==> src/rtl/lsu_riscv_if.sv <==
// Word-addressed data-memory port between the LSU (master) and data memory (slave).
interface lsu_riscv_if;
  logic        data_req;
  logic        data_we;
  logic [3:0]  data_be;
  logic [31:0] data_addr;
  logic [31:0] data_wdata;
  logic [31:0] data_rdata;
  logic        data_rvalid;

  modport master (
    output data_req, data_we, data_be, data_addr, data_wdata,
    input  data_rdata, data_rvalid
  );

  modport slave (
    input  data_req, data_we, data_be, data_addr, data_wdata,
    output data_rdata, data_rvalid
  );
endinterface

==> src/rtl/lsu_riscv.sv <==
// RV32 load/store unit: IDLE/BUSY/DONE handshake to a word-addressed memory,
// byte-lane steering for stores and sign/zero extension for loads.
module lsu_riscv (
  input  logic        clk_i,
  input  logic        arstn_i,
  input  logic        lsu_req_i,
  input  logic        lsu_we_i,
  input  logic [2:0]  lsu_size_i,
  input  logic [31:0] lsu_addr_i,
  input  logic [31:0] lsu_data_i,
  output logic [31:0] lsu_data_o,
  output logic        lsu_stall_req_o,
  output logic        lsu_err_o,
  lsu_riscv_if.master mem
);
  localparam logic [1:0] S_IDLE = 2'd0;
  localparam logic [1:0] S_BUSY = 2'd1;
  localparam logic [1:0] S_DONE = 2'd2;

  typedef struct packed {
    logic        req;
    logic        we;
    logic [3:0]  be;
    logic [29:0] word;
    logic [31:0] wdata;
  } mem_req_t;

  logic [1:0]      state;
  mem_req_t        req_q;
  logic [2:0]      size_q;
  logic [1:0]      off_q;
  logic [1:0]      off;
  logic [1:0]      sz;
  logic            illegal;
  logic [3:0]      be_nxt;
  logic [3:0][7:0] wdata_nxt;
  logic [7:0]      ld_b;
  logic [15:0]     ld_h;
  logic [31:0]     ld_ext;

  assign off = lsu_addr_i[1:0];
  assign sz  = lsu_size_i[1:0];
  assign illegal = (lsu_size_i inside {3'd3, 3'd6, 3'd7})
                 || (sz == 2'd1 && lsu_addr_i[0])
                 || (sz == 2'd2 && |off);

  // Per byte lane: enable and the replicated store byte it carries.
  for (genvar i = 0; i < 4; i++) begin : g_lane
    localparam logic [1:0] LANE = 2'(i);
    assign be_nxt[i]    = (sz == 2'd0) ? (off == LANE)
                        : (sz == 2'd1) ? (off[1] == LANE[1]) : 1'b1;
    assign wdata_nxt[i] = (sz == 2'd0) ? lsu_data_i[7:0]
                        : (sz == 2'd1) ? lsu_data_i[8*(i%2) +: 8]
                        : lsu_data_i[8*i +: 8];
  end

  assign ld_b = mem.data_rdata[8*off_q +: 8];
  assign ld_h = off_q[1] ? mem.data_rdata[31:16] : mem.data_rdata[15:0];

  always_comb begin
    ld_ext = mem.data_rdata;
    case (size_q)
      3'd0:    ld_ext = {{24{ld_b[7]}}, ld_b};
      3'd1:    ld_ext = {{16{ld_h[15]}}, ld_h};
      3'd4:    ld_ext = {24'd0, ld_b};
      3'd5:    ld_ext = {16'd0, ld_h};
      default: ld_ext = mem.data_rdata;
    endcase
  end

  assign lsu_stall_req_o = lsu_req_i & (state != S_DONE);

  assign mem.data_req   = req_q.req;
  assign mem.data_we    = req_q.we;
  assign mem.data_be    = req_q.be;
  assign mem.data_addr  = {req_q.word, 2'b00};
  assign mem.data_wdata = req_q.wdata;

  always_ff @(posedge clk_i or negedge arstn_i) begin
    if (!arstn_i) begin
      state      <= S_IDLE;
      req_q      <= '0;
      size_q     <= '0;
      off_q      <= '0;
      lsu_data_o <= '0;
      lsu_err_o  <= 1'b0;
    end else begin
      case (state)
        S_IDLE: if (lsu_req_i) begin
          if (illegal) begin
            lsu_err_o <= 1'b1;
            state     <= S_DONE;
          end else begin
            req_q.req   <= 1'b1;
            req_q.we    <= lsu_we_i;
            req_q.be    <= be_nxt;
            req_q.word  <= lsu_addr_i[31:2];
            req_q.wdata <= wdata_nxt;
            // Keep size/offset so extraction does not depend on the core holding inputs.
            size_q      <= lsu_size_i;
            off_q       <= off;
            state       <= S_BUSY;
          end
        end
        S_BUSY: if (mem.data_rvalid) begin
          req_q.req <= 1'b0;
          if (!req_q.we) lsu_data_o <= ld_ext;
          state <= S_DONE;
        end
        S_DONE: begin
          lsu_err_o <= 1'b0;
          state     <= S_IDLE;
        end
        default: state <= S_IDLE;
      endcase
    end
  end
endmodule

==> src/flat_wrapper.sv <==
// flat-port wrapper written by rule: the top's interface ports become plain ports
module lsu_riscv_flat 
  (clk_i, arstn_i, lsu_req_i, lsu_we_i, lsu_size_i, lsu_addr_i, lsu_data_i, lsu_data_o, lsu_stall_req_o, lsu_err_o, mem_data_req, mem_data_we, mem_data_be, mem_data_addr, mem_data_wdata, mem_data_rdata, mem_data_rvalid);
  lsu_riscv_if mem_i ();
  input  logic clk_i;
  input  logic arstn_i;
  input  logic lsu_req_i;
  input  logic lsu_we_i;
  input  logic [2:0] lsu_size_i;
  input  logic [31:0] lsu_addr_i;
  input  logic [31:0] lsu_data_i;
  output logic [31:0] lsu_data_o;
  output logic lsu_stall_req_o;
  output logic lsu_err_o;
  output wire logic [$bits(mem_i.data_req)-1:0] mem_data_req;
  output wire logic [$bits(mem_i.data_we)-1:0] mem_data_we;
  output wire logic [$bits(mem_i.data_be)-1:0] mem_data_be;
  output wire logic [$bits(mem_i.data_addr)-1:0] mem_data_addr;
  output wire logic [$bits(mem_i.data_wdata)-1:0] mem_data_wdata;
  input wire logic [$bits(mem_i.data_rdata)-1:0] mem_data_rdata;
  input wire logic [$bits(mem_i.data_rvalid)-1:0] mem_data_rvalid;
  assign mem_data_req = mem_i.data_req;
  assign mem_data_we = mem_i.data_we;
  assign mem_data_be = mem_i.data_be;
  assign mem_data_addr = mem_i.data_addr;
  assign mem_data_wdata = mem_i.data_wdata;
  assign mem_i.data_rdata = mem_data_rdata;
  assign mem_i.data_rvalid = mem_data_rvalid;
  lsu_riscv u_core (.clk_i(clk_i), .arstn_i(arstn_i), .lsu_req_i(lsu_req_i), .lsu_we_i(lsu_we_i), .lsu_size_i(lsu_size_i), .lsu_addr_i(lsu_addr_i), .lsu_data_i(lsu_data_i), .lsu_data_o(lsu_data_o), .lsu_stall_req_o(lsu_stall_req_o), .lsu_err_o(lsu_err_o), .mem(mem_i));
endmodule
==> config.mk <==
export PLATFORM = sky130hd
export DESIGN_NAME = lsu_riscv_flat
export DESIGN_NICKNAME = d
export VERILOG_FILES = /design/src/rtl/lsu_riscv_if.sv /design/src/rtl/lsu_riscv.sv /design/src/flat_wrapper.sv
export SDC_FILE = /design/constraint.sdc
export NUM_CORES = 1
export LEC_CHECK = 0
export ABC_AREA = 1
export CORE_MARGIN = 10
export CORE_UTILIZATION = 48
export DETAILED_ROUTE_END_ITERATION = 7
export PLACE_DENSITY = 0.84
export SYNTH_ARGS = -nofsm -noshare
export SYNTH_HDL_FRONTEND = slang
export SYNTH_SLANG_ARGS = --single-unit
==> constraint.sdc <==
create_clock -name clk_i -period 4.6 [get_ports clk_i]
set_clock_uncertainty 0.2 [all_clocks]
set_input_delay 0.92 -clock clk_i [delete_from_list [all_inputs] [get_ports clk_i]]
set_output_delay 0.92 -clock clk_i [all_outputs]
set_load 0.05 [all_outputs]
==> results of run 1 <==
==> flip-flops by register name (all words and copies together) (netlist names) <==
name and flops:
u_core.lsu_data_o 32, u_core.lsu_err_o 1, u_core.mem.data_addr 30, u_core.mem.data_be 4, u_core.mem.data_req 1, u_core.mem.data_wdata 32
u_core.mem.data_we 1, u_core.off_q 2, u_core.size_q 3, u_core.state 2
==> routing by layer <==
| layer | routed length (µm) | share of wire (%) | up-vias |
|---|---|---|---|
| met4 | 327 | 1.8 | 0 |
| met1 | 7040 | 39 | 2549 |
| li1 | - | - | 2737 |
| met3 | 2250 | 13 | 20 |
| met2 | 8350 | 46 | 246 |
| met5 | 0 | 0 | - |
==> path summary, 6_finish.rpt <==
check,startpoint,end,cells after the start
max,lsu_req_i,lsu_stall_req_o,3
min,u_core.mem.data_req$_DFFE_PN0P_,u_core.mem.data_req$_DFFE_PN0P_,2
max reg2reg,u_core.size_q[1]$_DFFE_PN0P_,u_core.lsu_data_o[25]$_DFFE_PN0P_,7
min reg2reg,u_core.mem.data_req$_DFFE_PN0P_,u_core.mem.data_req$_DFFE_PN0P_,2
max in group asynchronous,arstn_i,u_core.mem.data_wdata[28]$_DFFE_PN0P_,2
min in group asynchronous,arstn_i,u_core.lsu_data_o[12]$_DFFE_PN0P_,1
==> synth_stat cells <==
cell type  count  area, µm²
clkbuf_2       1       5.00
nand3_1       46        230
buf_4          4       30.0
or2_2         16        100
o21ai_1        1       5.00
inv_1         64        240
nand2_2        1       6.26
a21oi_1       25        125
nand4_1        1       6.26
a21boi_0       3       22.5
nor2_1        32        120
conb_1         1       3.75
nand3_2        1       10.0
nand2_1      418       1570
inv_2          4       15.0
clkinv_1       1       3.75
a31oi_1        2       12.5
buf_2         20        100
nor2_4         1       11.3
o21ai_0       19       95.1
buf_6          6       67.6
dfrtp_1      108       2700
clkbuf_1       8       30.0
==> per-stage QoR <==
step,setup slack (ns),utilization (%)
after floorplan,1.42,-
after global placement,1.06,66.8
after detailed placement,1.05,66.8
after CTS,1.05,69.6
after global routing,0.946,69.6
final,1.07,69.6
==> where the power goes <==
group / internal (W) / total [W] / switching, W / leakage (nW)
Combinational: 0.00115 / 0.00358 / 0.00243 / 2.71
Clock: 0.000467 / 0.000805 / 0.000338 / 0.156
Sequential: 0.00139 / 0.00171 / 0.000319 / 1.33
==> layout make-up <==
| cell class | instances | area [µm²] |
|---|---|---|
| flip-flops and latches | 108 | 2700 |
| repair buffers | 212 | 2100 |
| fillers | 969 | 3440 |
| well taps | 143 | 179 |
| clock inverters | 3 | 43.8 |
| clock buffers | 13 | 270 |
| multi-input cells | 568 | 2320 |
| inverters | 69 | 259 |
==> worst reg2reg max path, delay by kind of cell (launching register included) <==
family                 cells  cell delay, ns
DFF                        1            1.04
and+or+nand+nor            5            1.10
buffers and inverters      2            0.39
==> logic make-up after synthesis <==
family / share of synthesized area, %
buffers and inverters: 8.92
AO/OA/AOI/OAI: 4.72
other: 0.0680
flip-flops: 49.0
AND/OR/NAND/NOR: 37.3
==> summary.log, run 1 <==
qor: sta.setup_repair_after_global_routing_missed_its_margin false
qor: sta.finalSetupTns 0 ns
qor: floorplanning.floorplan.die_area 16200 µm²
qor: global_route.grt_max_degree 86
qor: placed_design.gp_routability_congestion 0.841
qor: synth.syn-instance-count 783
qor: setup_path.cpMaxStageDelayCell clkdlybuf4s50_1
qor: placed_design.dpl_cell_area 7560 µm²
qor: route.drt_first_iter_violations 478
qor: sta.tightest_hold_margin 0.274 ns
qor: global_route.groute.layer.met3.usage 9.80%
qor: cells_and_area.insertedDiodeCount 0
qor: synth.yosys_register_bits 108
qor: setup_path.critical_path.max_fanout 3
qor: setup_path.worst-endpoint-required 3.48 ns
qor: setup_path.worstSetupEndpointType primary output
qor: cts.clk_latency 0.34 ns
qor: sta.max-slew-margin-rel 30.0%
qor: sta.tightest_slew 1.05 ns
qor: cells_and_area.most_frequent_standard_cell_in_the_layout_excluding_fill_and_tap_cells nand2_1
qor: sta.final-setup-viol-count 0
qor: cts.number_of_hold_buffers_added_after_cts 0
qor: cells_and_area.post_layout_nonfiller_instances 1116
qor: cts.post_cts.repair.setup_buffers 0
qor: floorplanning.initial_core_util 48.7%
qor: setup_path.delay_of_the_slowest_cell_on_the_worst_path 0.82 ns
qor: outcome.outcome finished clean
qor: sta.finalHoldViolations 0
qor: global_route.antenna_found_initial 0
qor: global_route.grt_busiest_layer met2
qor: cts.cts_tree yes
qor: synth.synth_area_per_cell 7.04 µm²
qor: placed_design.port_buffers 205
qor: global_route.grt.overflow.total 0
qor: global_route.grt.total_usage 21.8%
qor: setup_path.crit_arrival 2.41 ns
qor: sta.report.final.slew_viol_count 0
qor: setup_path.worst_path_dominant_cell_family buffers and inverters
qor: global_route.grt_pass1_wl 28.5 mm
qor: floorplanning.die_height 127 µm
qor: cells_and_area.flow.area_growth_from_synthesis 42.9%
qor: setup_path.r2r_slack 1.77 ns
qor: floorplanning.dieWidth 127 µm
qor: placed_design.dp_hpwl 13.4 mm
qor: pwr.finalPower 0.00609 W
qor: pwr.vdd_drop_max 0.535 mV
qor: cells_and_area.finalNetCount 1072
qor: setup_path.timing.setup.critical_path_class in -> out
qor: route.drc_errors 0
qor: sta.fmax 283 MHz
qor: cts.clock_sinks 108
qor: setup_path.worst_setup_path_start_kind input pin
qor: synth.post_synth_instance_area 5510 µm²
qor: cts.cts_inserted_buffers 9
qor: floorplanning.top_level_ports 208
qor: global_route.first_global_vias 5605
qor: synth.synthesis.yosys.warnings 0
qor: route.route.detailed.wl_per_inst 16.1 µm
qor: synth.ys_seq_area_share 49.0%
qor: sta.final_min_period_over_clock_period 76.8%
qor: cts.post_cts.resized_instances 0
qor: pwr.leakage 4.19 nW
qor: global_route.use_met1 25.5%
qor: cells_and_area.layout.cell_area.non_filler 7880 µm²
qor: placed_design.dp.cells 1100
qor: cts.cts_max_level 3
qor: synth.synthDistinctLibCells 23
qor: global_route.grt_met2_use 34.8%
qor: floorplanning.row_count 39
qor: cells_and_area.drive_gt1_share 4.73%
qor: floorplanning.coreArea 11300 µm²
qor: route.route.final.wire_length 18.0 mm
qor: flow_run.drv_cap 0
qor: pwr.powerDensity 773 nW/µm²
qor: route.dr.pass1.iters 5
qor: cts.clk_pin_slew_worst_setup_hold_paths 0.07 ns
qor: setup_path.worstPathCellList clkdlybuf4s50_1 > a21boi_0 > clkdlybuf4s50_1
qor: route.antenna_left 0
qor: cts.ctsLongestPathBuffers 2
qor: route.detail_route.vias_per_cell 4.97
qor: min_path.holdCritPathClass reg -> reg
qor: cts.clk_root_buffer_cell clkbuf_16
qor: setup_path.worst_path_most_repeated_cell clkdlybuf4s50_1
qor: setup_path.critical_path.n_buffers_inverters 2
qor: route.detailroute.via_count 5552
qor: cells_and_area.layout_common_cells 418 x nand2_1, 204 x clkdlybuf4s50_1, 108 x dfrtp_1, 64 x inv_1, 46 x nand3_1
qor: sta.min_period 3.53 ns
Note: power is estimated with default switching activity, not from simulation.
==> run 2, diff against run 1 <==
--- a/config.mk
+++ b/config.mk
@@ -7,9 +7,9 @@
 export LEC_CHECK = 0
 export ABC_AREA = 1
 export CORE_MARGIN = 10
-export CORE_UTILIZATION = 48
+export CORE_UTILIZATION = 45
 export DETAILED_ROUTE_END_ITERATION = 7
-export PLACE_DENSITY = 0.84
+export PLACE_DENSITY = 0.79
 export SYNTH_ARGS = -nofsm -noshare
 export SYNTH_HDL_FRONTEND = slang
 export SYNTH_SLANG_ARGS = --single-unit
==> constraint.sdc (replaced) <==
create_clock -name clk_i -period 3.5 [get_ports clk_i]
set_clock_uncertainty 0.2 [all_clocks]
set_input_delay 0.7 -clock clk_i [delete_from_list [all_inputs] [get_ports clk_i]]
set_output_delay 0.7 -clock clk_i [all_outputs]
set_load 0.05 [all_outputs]
==> run 2 against run 1 <==
Net effect:
- clock power increased by 33%
- critical path depth increased by 4
- sequential share of layout area decreased by 0.054 points
- design area increased by 0.16%
- first-iteration DRC count decreased by 34%
- largest cell class unchanged
- largest power group unchanged
- highest routed layer unchanged
==> summary.log, run 2 (synthesis gave the netlist of run 1 again) <==
qor: cts.clk_root_buffer_cell clkbuf_16
qor: pwr.leakage 4.20 nW
qor: floorplanning.dieWidth 131 µm
qor: sta.final_min_period_over_clock_period 74.8%
qor: placed_design.port_buffers 205
qor: setup_path.critical_path.max_fanout 85
qor: global_route.first_global_vias 5226
qor: sta.setup_repair_after_global_routing_missed_its_margin false
qor: floorplanning.coreArea 12000 µm²
qor: cells_and_area.insertedDiodeCount 0
qor: cts.number_of_hold_buffers_added_after_cts 0
qor: cells_and_area.most_frequent_standard_cell_in_the_layout_excluding_fill_and_tap_cells nand2_1
qor: sta.fmax 382 MHz
qor: floorplanning.die_height 131 µm
qor: flow_run.drv_cap 0
qor: global_route.grt_pass1_wl 27.0 mm
qor: sta.report.final.slew_viol_count 0
qor: cts.ctsLongestPathBuffers 2
qor: route.drc_errors 0
qor: setup_path.critical_path.reg2reg.startpoint u_core.off_q[1]$_DFFE_PN0P_
qor: cells_and_area.flow.area_growth_from_synthesis 43.2%
qor: placed_design.dpl_cell_area 7590 µm²
qor: global_route.grt.total_usage 20.3%
qor: floorplanning.top_level_ports 208
qor: setup_path.timing.setup.critical_path_class in -> reg
qor: sta.max-slew-margin-rel 32.7%
qor: global_route.antenna_found_initial 0
qor: route.route.detailed.wl_per_inst 15.5 µm
qor: route.drt_first_iter_violations 316
qor: cts.post_cts.repair.setup_buffers 0
qor: cells_and_area.layout.cell_area.non_filler 7890 µm²
qor: setup_path.crit_arrival 2.61 ns
qor: cells_and_area.layout_common_cells 418 x nand2_1, 203 x clkdlybuf4s50_1, 108 x dfrtp_1, 64 x inv_1, 46 x nand3_1
qor: route.dr.pass1.iters 4
qor: sta.finalSetupTns 0 ns
qor: placed_design.gp_routability_congestion 0.882
qor: cts.cts_max_level 3
qor: cts.post_cts.resized_instances 0
qor: cts.clk_latency 0.35 ns
qor: cts.clk_pin_slew_worst_setup_hold_paths 0.07 ns
qor: route.detailroute.via_count 5421
qor: cells_and_area.finalNetCount 1073
qor: sta.finalHoldViolations 0
qor: cts.clock_sinks 108
qor: route.detail_route.vias_per_cell 4.84
qor: outcome.outcome finished clean
qor: setup_path.worst-endpoint-required 3.49 ns
qor: sta.final-setup-viol-count 0
qor: global_route.grt.overflow.total 0
qor: setup_path.worst_setup_path_start_kind input pin
qor: min_path.holdCritPathClass in -> async
qor: sta.min_period 2.62 ns
qor: placed_design.dp_hpwl 12.9 mm
qor: setup_path.worstSetupEndpointType flop
qor: route.antenna_left 0
qor: global_route.grt_max_degree 86
qor: placed_design.dp.cells 1105
qor: pwr.vdd_drop_max 0.627 mV
qor: pwr.finalPower 0.00801 W
qor: route.route.final.wire_length 17.3 mm
qor: pwr.powerDensity 1010 nW/µm²
qor: cts.cts_tree yes
qor: floorplanning.initial_core_util 45.9%
qor: cells_and_area.drive_gt1_share 4.84%
qor: cts.cts_inserted_buffers 9
qor: cells_and_area.post_layout_nonfiller_instances 1119
qor: floorplanning.row_count 40
qor: sta.tightest_slew 1.01 ns
qor: setup_path.startpoint lsu_size_i[0]
qor: floorplanning.floorplan.die_area 17100 µm²
[run 2: cell count changes in the layout (fill, tap and decap cells not counted), sizes merged]
| cell | previous run | this run |
|---|---|---|
| clkinv | 3 | 4 |
| bufinv | 1 | 2 |
| clkbuf | 13 | 9 |
| clkdlybuf4s50 | 204 | 203 |
| buf | 8 | 10 |
[run 2: power breakdown]
part | internal, W | switching, W | leakage (nW)
Sequential | 0.00183 | 0.000365 | 1.33
Clock | 0.000618 | 0.000454 | 0.151
Combinational | 0.00152 | 0.00323 | 2.72
[run 2: worst paths after layout]
check	endpoint	slack (ns)	depth (start not counted)
setup / recovery	u_core.mem.data_wdata[23]$_DFFE_PN0P_	0.88	7
hold / removal	u_core.lsu_data_o[11]$_DFFE_PN0P_	0.17	1
setup reg to reg	u_core.lsu_data_o[0]$_DFFE_PN0P_	1.26	6
hold reg to reg	u_core.mem.data_addr[12]$_DFFE_PN0P_	0.28	2
max in group asynchronous	u_core.mem.data_wdata[4]$_DFFE_PN0P_	2.20	2
min in group clk_i	u_core.mem.data_addr[12]$_DFFE_PN0P_	0.28	2
[run 2: metal layers]
metal  up-vias  GRT usage (%)  share of wire (%)
li1       2731              -                  -
met3        15           11.4                 14
met1      2472           24.3                 40
met2       203           30.5                 45
met5         -              0                  0
met4         0           6.47                1.2
[run 2: worst max-delay path, stage by stage]
cell and delay, ns:
clkdlybuf4s50_1 0.56, inv_2 0.08, nor2_4 0.22, nand2_2 0.09, nand3_2 0.09, buf_4 0.64, o21ai_0 0.22
[run 2: area by class of cell]
class	count	area [µm²]
clock buffer	9	225
clock inverter	5	78.8
fill	1070	4120
inverter	69	259
multi-input combinational	568	2320
sequential	108	2700
tap	147	184
timing repair buffer	213	2120
[run 2: metrics by stage]
stage	setup slack (ns)	utilization [%]	hold WS, ns
2_1_floorplan	0.761	-	0.204
3_3_place_gp	0.582	63.2	0.261
3_5_place_dp	0.493	63.2	0.264
4_1_cts	0.866	65.7	0.200
5_1_grt	0.659	65.7	0.211
6_report	0.883	65.7	0.174
==> run 3, diff against run 2 <==
==> constraint.sdc (replaced) <==
create_clock -name clk_i -period 2.6 [get_ports clk_i]
set_clock_uncertainty 0.2 [all_clocks]
set_input_delay 0.52 -clock clk_i [delete_from_list [all_inputs] [get_ports clk_i]]
set_output_delay 0.52 -clock clk_i [all_outputs]
set_load 0.05 [all_outputs]
==> run 3 against run 2 <==
Net effect:
- first-iteration DRC count up 27%
- hold slack better by 0.10 ns
- utilization up 1.0 points
- cell count up 1.3%
- sequential cell count unchanged
- via count up 1.3%
- non-clock buffer count up 12
- critical path depth down 6
- sequential power up 35%
- register-to-register slack worse by 0.61 ns
- total power up 35%
- largest cell class unchanged
==> summary.log, run 3 (synthesis gave the netlist of run 1 again) <==
qor: sta.fmax 435 MHz
qor: global_route.grt_pass1_wl 28.0 mm
qor: pwr.leakage 4.27 nW
qor: setup_path.worstRegToRegCells 9
qor: setup_path.critical_path.max_fanout 2
qor: setup_path.worstPathCellList clkdlybuf4s50_1
qor: setup_path.delay_of_the_slowest_cell_on_the_worst_path 0.86 ns
qor: sta.finalWorstSetupSlack 0.299 ns
qor: global_route.first_global_vias 5492
qor: sta.tightest_hold_margin 0.277 ns
qor: cells_and_area.layout.cell_area.non_filler 8020 µm²
qor: outcome.outcome finished clean
qor: cts.post_cts.resized_instances 0
qor: cts.cts_inserted_buffers 9
qor: sta.report.final.slew_viol_count 0
qor: pwr.vdd_drop_max 0.926 mV
qor: sta.min_period 2.30 ns
qor: setup_path.worst_path_dominant_cell_family buffers and inverters
qor: cells_and_area.multi_input_area 2320 µm²
qor: cts.clk_pin_slew_worst_setup_hold_paths 0.07 ns
qor: placed_design.port_buffers 205
qor: cts.ctsLongestPathBuffers 2
qor: cts.post_cts.repair.setup_buffers 0
qor: global_route.antenna_found_initial 0
qor: cts.clk_latency 0.35 ns
qor: sta.final-setup-viol-count 0
qor: setup_path.critical_path.n_buffers_inverters 1
qor: route.detail_route.vias_per_cell 4.85
qor: sta.final_min_period_over_clock_period 88.5%
qor: cells_and_area.filler_cell_count 1050
qor: route.drc_errors 0
qor: cells_and_area.flow.area_growth_from_synthesis 45.4%
qor: setup_path.worstSetupEndpointType primary output
qor: setup_path.worst_setup_path_start_kind flop
qor: floorplanning.die_height 131 µm
qor: setup_path.timing.setup.critical_path_class reg -> out
qor: min_path.holdCritPathClass reg -> reg
qor: floorplanning.floorplan.die_area 17100 µm²
qor: setup_path.cpMaxStageDelayCell clkdlybuf4s50_1
qor: global_route.grt.total_usage 21.1%
qor: cells_and_area.area.sequential 2700 µm²
qor: placed_design.gp_routability_congestion 0.867
qor: floorplanning.top_level_ports 208
qor: cells_and_area.most_frequent_standard_cell_in_the_layout_excluding_fill_and_tap_cells nand2_1
qor: placed_design.dpl_cell_area 7710 µm²
qor: min_path.worst_hold_path.num_cells 2
qor: min_path.timing.hold.worst_endpoint u_core.lsu_data_o[3]$_DFFE_PN0P_
qor: floorplanning.coreArea 12000 µm²
qor: cells_and_area.finalNetCount 1085
qor: sta.tightest_slew 0.592 ns
qor: setup_path.crit_arrival 1.58 ns
qor: global_route.grt.overflow.total 0
qor: sta.finalHoldViolations 0
qor: floorplanning.row_count 40
qor: setup_path.worst-endpoint-required 1.88 ns
qor: min_path.timing.hold.worst.start u_core.lsu_data_o[3]$_DFFE_PN0P_
qor: route.route.detailed.wl_per_inst 15.8 µm
qor: cts.cts_max_level 3
qor: pwr.powerDensity 1350 nW/µm²
qor: setup_path.r2r_slack 0.65 ns
qor: floorplanning.initial_core_util 45.9%
qor: route.route.final.wire_length 17.9 mm
qor: cts.cts_tree yes
qor: cells_and_area.insertedDiodeCount 0
qor: sta.setup_repair_after_global_routing_missed_its_margin false
qor: cells_and_area.layout_common_cells 418 x nand2_1, 203 x clkdlybuf4s50_1, 108 x dfrtp_1, 64 x inv_1, 46 x nand3_1
qor: sta.max-slew-margin-rel 60.4%
qor: sta.finalSetupTns 0 ns
qor: placed_design.dp.cells 1116
qor: route.dr.pass1.iters 5
qor: placed_design.dp_hpwl 13.4 mm
qor: cts.clock_sinks 108
qor: floorplanning.dieWidth 131 µm
qor: flow_run.drv_cap 0
qor: setup_path.r2r-end u_core.lsu_data_o[23]$_DFFE_PN0P_
qor: route.detailroute.via_count 5490
qor: route.drt_first_iter_violations 400
qor: setup_path.critical_path.reg2reg.startpoint u_core.off_q[1]$_DFFE_PN0P_
qor: placed_design.placement.setup.worst_slack 0.171 ns
qor: route.antenna_left 0
qor: cts.clk_root_buffer_cell clkbuf_16
qor: global_route.grt_max_degree 67
qor: cells_and_area.drive_gt1_share 6.09%
qor: cells_and_area.post_layout_nonfiller_instances 1133
-- run 3: timing repair --
action | CTS | global route
setup endpoints to repair | 0 | 0
hold buffers | 1 | 0
hold endpoints to repair | 31 | 0
-- run 3: layout make-up --
type                       count  share of cell area (%)
clock buffer                   9                    2.81
clock inverter                 7                   0.921
inverter                      69                    3.23
multi-input combinational    568                    29.0
sequential                   108                    33.7
tap                          147                    2.29
timing repair buffer         225                    28.1
-- run 3: where the power goes --
group,leakage [nW],switching (W),internal (W)
sequential,1.33,0.000492,0.00246
clock,0.151,0.000648,0.000755
combinational,2.79,0.00437,0.00209
total,4.27,0.00551,0.00530
-- run 3: per-layer routing --
metal  track usage (%)  vias to the layer above  routed length (µm)
li1                  -                     2756                   -
met1              25.1                     2517                7420
met2              32.3                      201                7950
met3              11.3                       16                2210
met4              6.02                        0                 274
met5                 0                        -                   0
-- run 3: through the flow --
stage / utilization, % / total power, W
3_3_place_gp: 64.2 / 0.00938
3_5_place_dp: 64.2 / 0.00944
4_1_cts: 66.7 / 0.0109
5_1_grt: 66.7 / 0.0115
6_report: 66.7 / 0.0108
2_1_floorplan: - / 0.00716
-- run 3: worst max path at each step --
stage / startpoint / endpoint / cells past startpoint
floorplan: lsu_req_i / lsu_stall_req_o / 1
global placement: lsu_size_i[0] / u_core.mem.data_we$_DFFE_PN0P_ / 9
detailed placement: lsu_size_i[0] / u_core.mem.data_addr[12]$_DFFE_PN0P_ / 9
CTS: u_core.mem.data_be[0]$_DFFE_PN0P_ / mem_data_be[0] / 1
global route: u_core.mem.data_be[0]$_DFFE_PN0P_ / mem_data_be[0] / 1
finish: u_core.mem.data_addr[29]$_DFFE_PN0P_ / mem_data_addr[29] / 1
